===== src/rtl/dm_dump_arbiter.sv =====
// Arbitrates the single data-memory port between the MEM stage and a word dump
// engine that streams a programmed range of 32-bit words over valid/ready.
module dm_dump_arbiter #(
  parameter int ADDR_W     = 11,
  parameter int STARVE_MAX = 8
) (
  input  logic              clk,
  input  logic              rst,
  input  logic              cpu_req,
  input  logic              cpu_we,
  input  logic [ADDR_W-1:0] cpu_addr,
  input  logic [31:0]       cpu_wdata,
  output logic [31:0]       cpu_rdata,
  output logic              cpu_stall,
  input  logic              dump_start,
  input  logic [ADDR_W-1:0] dump_base,
  input  logic [8:0]        dump_words,
  output logic              dump_busy,
  output logic              dump_valid,
  input  logic              dump_ready,
  output logic [31:0]       dump_data,
  output logic [ADDR_W-1:0] dump_addr,
  output logic              dump_done,
  output logic              dm_en,
  output logic              dm_we,
  output logic [ADDR_W-1:0] dm_addr,
  output logic [31:0]       dm_wdata,
  input  logic [31:0]       dm_rdata
);

  localparam int CNT_W = $clog2(STARVE_MAX + 1);
  localparam logic [CNT_W-1:0]  STARVE_LIM = CNT_W'(STARVE_MAX);
  localparam logic [ADDR_W-1:0] WORD_STEP  = ADDR_W'(4);

  typedef enum logic [1:0] {
    IDLE = 2'd0,
    SCAN = 2'd1,
    HOLD = 2'd2
  } state_t;

  state_t            state;
  logic [ADDR_W-1:0] ptr;
  logic [9:0]        remain;
  logic [CNT_W-1:0]  starve_cnt;
  logic              cpu_wins;
  logic              dump_grant;

  // The CPU keeps the port in SCAN until it has used up its starvation budget.
  always_comb begin
    cpu_wins   = cpu_req && (starve_cnt < STARVE_LIM);
    dump_grant = (state == SCAN) && !cpu_wins;
  end

  // Memory port mux: the dump engine only drives it on its grant cycle.
  always_comb begin
    dm_wdata = cpu_wdata;
    if (dump_grant) begin
      dm_en   = 1'b1;
      dm_we   = 1'b0;
      dm_addr = ptr;
    end else begin
      dm_en   = cpu_req;
      dm_we   = cpu_we;
      dm_addr = cpu_addr;
    end
  end

  assign cpu_stall = cpu_req & dump_grant;
  assign cpu_rdata = dm_rdata;
  assign dump_busy = (state != IDLE);

  // Dump sequencer: range latch, read capture, output handshake.
  always_ff @(posedge clk or posedge rst) begin
    if (rst) begin
      state      <= IDLE;
      ptr        <= '0;
      remain     <= 10'd0;
      starve_cnt <= '0;
      dump_valid <= 1'b0;
      dump_data  <= 32'd0;
      dump_addr  <= '0;
      dump_done  <= 1'b0;
    end else begin
      dump_done <= 1'b0;
      case (state)
        IDLE: begin
          if (dump_start) begin
            ptr        <= {dump_base[ADDR_W-1:2], 2'b00};
            remain     <= (dump_words == 9'd0) ? 10'd512 : {1'b0, dump_words};
            starve_cnt <= '0;
            state      <= SCAN;
          end else begin
            state <= IDLE;
          end
        end
        SCAN: begin
          if (dump_grant) begin
            dump_data  <= dm_rdata;
            dump_addr  <= ptr;
            dump_valid <= 1'b1;
            starve_cnt <= '0;
            state      <= HOLD;
          end else begin
            starve_cnt <= starve_cnt + CNT_W'(1);
          end
        end
        HOLD: begin
          // dump_valid is always set in HOLD, so ready alone completes the handshake.
          if (dump_ready) begin
            dump_valid <= 1'b0;
            ptr        <= ptr + WORD_STEP;
            remain     <= remain - 10'd1;
            if (remain == 10'd1) begin
              state     <= IDLE;
              dump_done <= 1'b1;
            end else begin
              state <= SCAN;
            end
          end else begin
            state <= HOLD;
          end
        end
        default: begin
          state      <= IDLE;
          dump_valid <= 1'b0;
        end
      endcase
    end
  end

endmodule


===== config.mk =====
export PLATFORM = sky130hd
export DESIGN_NAME = dm_dump_arbiter
export DESIGN_NICKNAME = d
export VERILOG_FILES = /design/src/rtl/dm_dump_arbiter.sv
export SDC_FILE = /design/constraint.sdc
export NUM_CORES = 1
export LEC_CHECK = 0
export CORE_MARGIN = 4
export CORE_UTILIZATION = 34
export DETAILED_ROUTE_END_ITERATION = 8
export PLACE_DENSITY = 0.73
export SKIP_CTS_REPAIR_TIMING = 1
export SKIP_LAST_GASP = 1
export SLEW_MARGIN = 20
export SYNTH_ARGS = -nofsm -noshare
export SYNTH_HDL_FRONTEND = slang
export SYNTH_SLANG_ARGS = --single-unit

===== constraint.sdc =====
create_clock -name clk -period 2.1 [get_ports clk]
set_input_delay 0.315 -clock clk [delete_from_list [all_inputs] [get_ports clk]]
set_output_delay 0.315 -clock clk [all_outputs]
set_load 0.01 [all_outputs]

==> impl_metrics.xml <==
<?xml version="1.0" encoding="UTF-8"?>
<metrics>
  <group name="pwr">
    <metric name="leakage" unit="uW">0.00254</metric>
    <metric name="p_comb_share" unit="%">47.2</metric>
    <metric name="power_switching" unit="uW">2550</metric>
    <metric name="clock_power_share" unit="%">18.9</metric>
    <metric name="intPower" unit="uW">4410</metric>
    <metric name="worst_ir_drop_vdd" unit="mV">0.455</metric>
    <metric name="sw_frac_of_total" unit="%">36.6</metric>
    <metric name="sequential_fraction_of_design_power" unit="%">33.9</metric>
    <metric name="power_density" unit="nW/um^2">1300</metric>
  </group>
  <group name="job">
    <metric name="max_cap_viol_count" unit="">0</metric>
  </group>
  <group name="floorplanning">
    <metric name="floorplan.die.width" unit="um">113</metric>
    <metric name="core_region_area" unit="um^2">10500</metric>
    <metric name="floorplan.die.height" unit="um">113</metric>
    <metric name="top_level_ports" unit="">225</metric>
    <metric name="total_die_area" unit="um^2">12700</metric>
    <metric name="initial_utilization" unit="%">35.5</metric>
    <metric name="rows" unit="">37</metric>
  </group>
  <group name="final_layout">
    <metric name="antenna_cells" unit="">0</metric>
    <metric name="layout.cells.most_common" unit="">sky130_fd_sc_hd__nand2_1</metric>
    <metric name="areaGrowthSynthToFinish" unit="%">43.2</metric>
    <metric name="final_core_util" unit="%">50.9</metric>
    <metric name="nNetsFinal" unit="">650</metric>
    <metric name="share_of_post_route_cells_with_drive_strength_above_1" unit="%">10.0</metric>
    <metric name="layout_common_cells" unit="">sky130_fd_sc_hd__nand2_1, sky130_fd_sc_hd__clkdlybuf4s50_1, sky130_fd_sc_hd__dfrtp_1, sky130_fd_sc_hd__nor2_1, sky130_fd_sc_hd__buf_4</metric>
  </group>
  <group name="setup_path">
    <metric name="cp.required" unit="ns">1.78</metric>
    <metric name="critical_path_fanout_max" unit="">11</metric>
    <metric name="reg2regPathDepth" unit="">6</metric>
    <metric name="cpMaxStageDelayCell" unit="">sky130_fd_sc_hd__clkdlybuf4s50_1</metric>
    <metric name="crit_path_start_kind" unit="">register</metric>
    <metric name="timing.setup.critical_path_class" unit="">register to primary output</metric>
    <metric name="critical_path.most_common_cell" unit="">sky130_fd_sc_hd__nand2b_2</metric>
    <metric name="critical_path.cell_chain" unit="">nand2b_2 -&gt; nand2b_2 -&gt; buf_12 -&gt; and2_1 -&gt; clkdlybuf4s50_1</metric>
    <metric name="worst-endpoint-arrival" unit="ns">1.95</metric>
    <metric name="endpoint_kind" unit="">primary output</metric>
    <metric name="max_stage_delay" unit="ns">0.47</metric>
  </group>
  <group name="grt">
    <metric name="global_route_wire_length_before_repair" unit="um">16700</metric>
    <metric name="antenna_found_initial" unit="">0</metric>
    <metric name="vias_in_the_first_global_route" unit="">3322</metric>
    <metric name="grt_max_degree" unit="">69</metric>
    <metric name="grt_remaining_overflow" unit="">0</metric>
    <metric name="grt.total_usage" unit="%">16.2</metric>
  </group>
  <group name="timing">
    <metric name="maxClockFrequency" unit="MHz">441</metric>
    <metric name="setup_slack" unit="ns">-0.170</metric>
    <metric name="finClkSkew" unit="ns">0.00672</metric>
    <metric name="post-route-period-util" unit="%">108</metric>
    <metric name="finalHoldViolations" unit="">0</metric>
    <metric name="setup_violations" unit="">4</metric>
    <metric name="report.final.slew_viol_count" unit="">0</metric>
    <metric name="grt_setup_unrepaired" unit="">true</metric>
    <metric name="post-route-min-period" unit="ns">2.27</metric>
  </group>
  <group name="yosys">
    <metric name="synth.largest_area_cell" unit="">sky130_fd_sc_hd__dfrtp_1</metric>
    <metric name="synth-seq-area-share" unit="%">45.6</metric>
    <metric name="synthTopCellsByArea" unit="">sky130_fd_sc_hd__dfrtp_1, sky130_fd_sc_hd__nand2_1, sky130_fd_sc_hd__buf_4</metric>
    <metric name="postSynth.asyncResetShare" unit="%">100</metric>
    <metric name="synth_cells" unit="">443</metric>
    <metric name="predominant_post_synthesis_flop_cell" unit="">sky130_fd_sc_hd__dfrtp_1</metric>
    <metric name="post-synth-top-area-fraction" unit="%">45.6</metric>
    <metric name="syn_avg_cell_area" unit="um^2">8.42</metric>
    <metric name="synth_edf_count" unit="">0</metric>
    <metric name="synth-seq-cells" unit="">68</metric>
    <metric name="syn_area" unit="um^2">3730</metric>
    <metric name="post_synth_num_cell_types" unit="">49</metric>
    <metric name="yosysWarningCount" unit="">0</metric>
  </group>
  <group name="drt">
    <metric name="post_drt_wl_per_cell" unit="um">15.3</metric>
    <metric name="route.detailed.drc" unit="">0</metric>
    <metric name="antenna_left" unit="">0</metric>
    <metric name="routed_wirelength" unit="um">10500</metric>
    <metric name="drt-initial-drc-count" unit="">184</metric>
    <metric name="drt_pass1_iterations" unit="">4</metric>
    <metric name="dr_total_vias" unit="">3289</metric>
    <metric name="route.detailed.vias_per_inst" unit="">4.79</metric>
  </group>
  <group name="clocking">
    <metric name="clock-root-buffer" unit="">sky130_fd_sc_hd__clkbuf_8</metric>
    <metric name="path_clk_slew" unit="ns">0.08</metric>
    <metric name="clock_sink_count" unit="">68</metric>
    <metric name="cts_made_buffers" unit="">9</metric>
    <metric name="tritoncts" unit="">yes</metric>
    <metric name="worstSkewPairLatency" unit="ns">0.34</metric>
    <metric name="htreeDepth" unit="">3</metric>
    <metric name="cts.path.max_buffers" unit="">2</metric>
  </group>
  <group name="placement">
    <metric name="place_ws" unit="ns">-0.163</metric>
    <metric name="place.port_buffers" unit="">156</metric>
    <metric name="dpl.hpwl" unit="um">8030</metric>
    <metric name="gpl.final_weighted_congestion" unit="">0.812</metric>
  </group>
  <group name="run_status">
    <metric name="status" unit="">complete, but fails checks</metric>
    <metric name="failed_checks" unit="">setup timing</metric>
  </group>
  <group name="worst_hold_path">
    <metric name="class_of_the_worst_hold_path" unit="">input port to async pin</metric>
  </group>
</metrics>
==> flip-flops by register name, summed over array words and instances (netlist names) <==
name / count
dump_data: 32
remain: 10
dump_addr: 9
ptr: 9
starve_cnt: 4
state: 2
dump_done: 1
dump_valid: 1
==> cell type report <==
| class | count | area [um^2] |
|---|---|---|
| clock buffer | 9 | 124 |
| clock inverter | 7 | 115 |
| fill | 968 | 5160 |
| inverter | 5 | 18.8 |
| multi-input combinational | 283 | 1420 |
| sequential | 68 | 1700 |
| tap | 136 | 170 |
| timing repair buffer | 178 | 1800 |
==> logic make-up after synthesis <==
logic type	synth area share, %
mux	1.14
simple gates	24.2
compound gates	10.7
other cells	0.101
buf+inv	16.9
fa+ha+maj	1.34
flops	45.6
==> power groups by stage <==
| stage | Sequential, uW | Clock, uW | Combinational [uW] |
|---|---|---|---|
| detailed placement | 2390 | 0 | 3330 |
| floorplan | 2460 | 0 | 1630 |
| global placement | 2360 | 0 | 3240 |
| CTS | 2360 | 1350 | 3340 |
| finish | 2360 | 1320 | 3280 |
| global route | 2440 | 1400 | 3620 |
==> per-layer routing <==
metal	GRT usage, %	routed length (um)	vias to the layer above
li1	-	-	1584
met1	19.4	4080	1525
met2	27.7	5340	144
met3	3.48	848	36
met4	7.45	261	0
met5	0	0	-
==> final timing paths <==
path	to	slack, ns	from
setup reg to reg	remain[8]	0.16	remain[0]
hold reg to reg	dump_data[27]	0.48	dump_data[27]
setup / recovery	dm_addr[1]	-0.17	state[1]
min in group clk	dump_data[27]	0.48	dump_data[27]
hold / removal	remain[1]	0.36	rst
max in group asynchronous	dump_data[26]	1.44	rst
==> through the flow <==
| step | total power, uW | instances | area [um^2] | hold slack [ns] | TNS, ns |
|---|---|---|---|---|---|
| final | 6960 | 686 | 5340 | 0.362 | -0.665 |
| after global routing | 7470 | 686 | 5340 | 0.390 | -0.971 |
| after CTS | 7050 | 686 | 5320 | 0.361 | -2.91 |
| after detailed placement | 5720 | 670 | 5080 | 0.459 | -1.56 |
| after global placement | 5600 | 670 | 5080 | 0.458 | -1.19 |
| after floorplan | 4090 | 444 | 3730 | 0.420 | 0 |
==> worst max-delay path: cells and delay by family (launching register included) <==
kind / cells / cell delay [ns]
simple gates: 3 / 0.60
buf+inv: 2 / 0.62
flops: 1 / 0.38
==> synth_stat cells, drive strengths merged, types with 4 or more instances <==
cell type	instances
a2bb2oi	4
buf	77
nor2	21
nor3	6
and2	7
o21ai	18
nand2	154
a21oi	12
inv	5
nand2b	5
dfrtp	68
ha	4
clkbuf	11
Note: power is estimated with default switching activity, not from simulation.
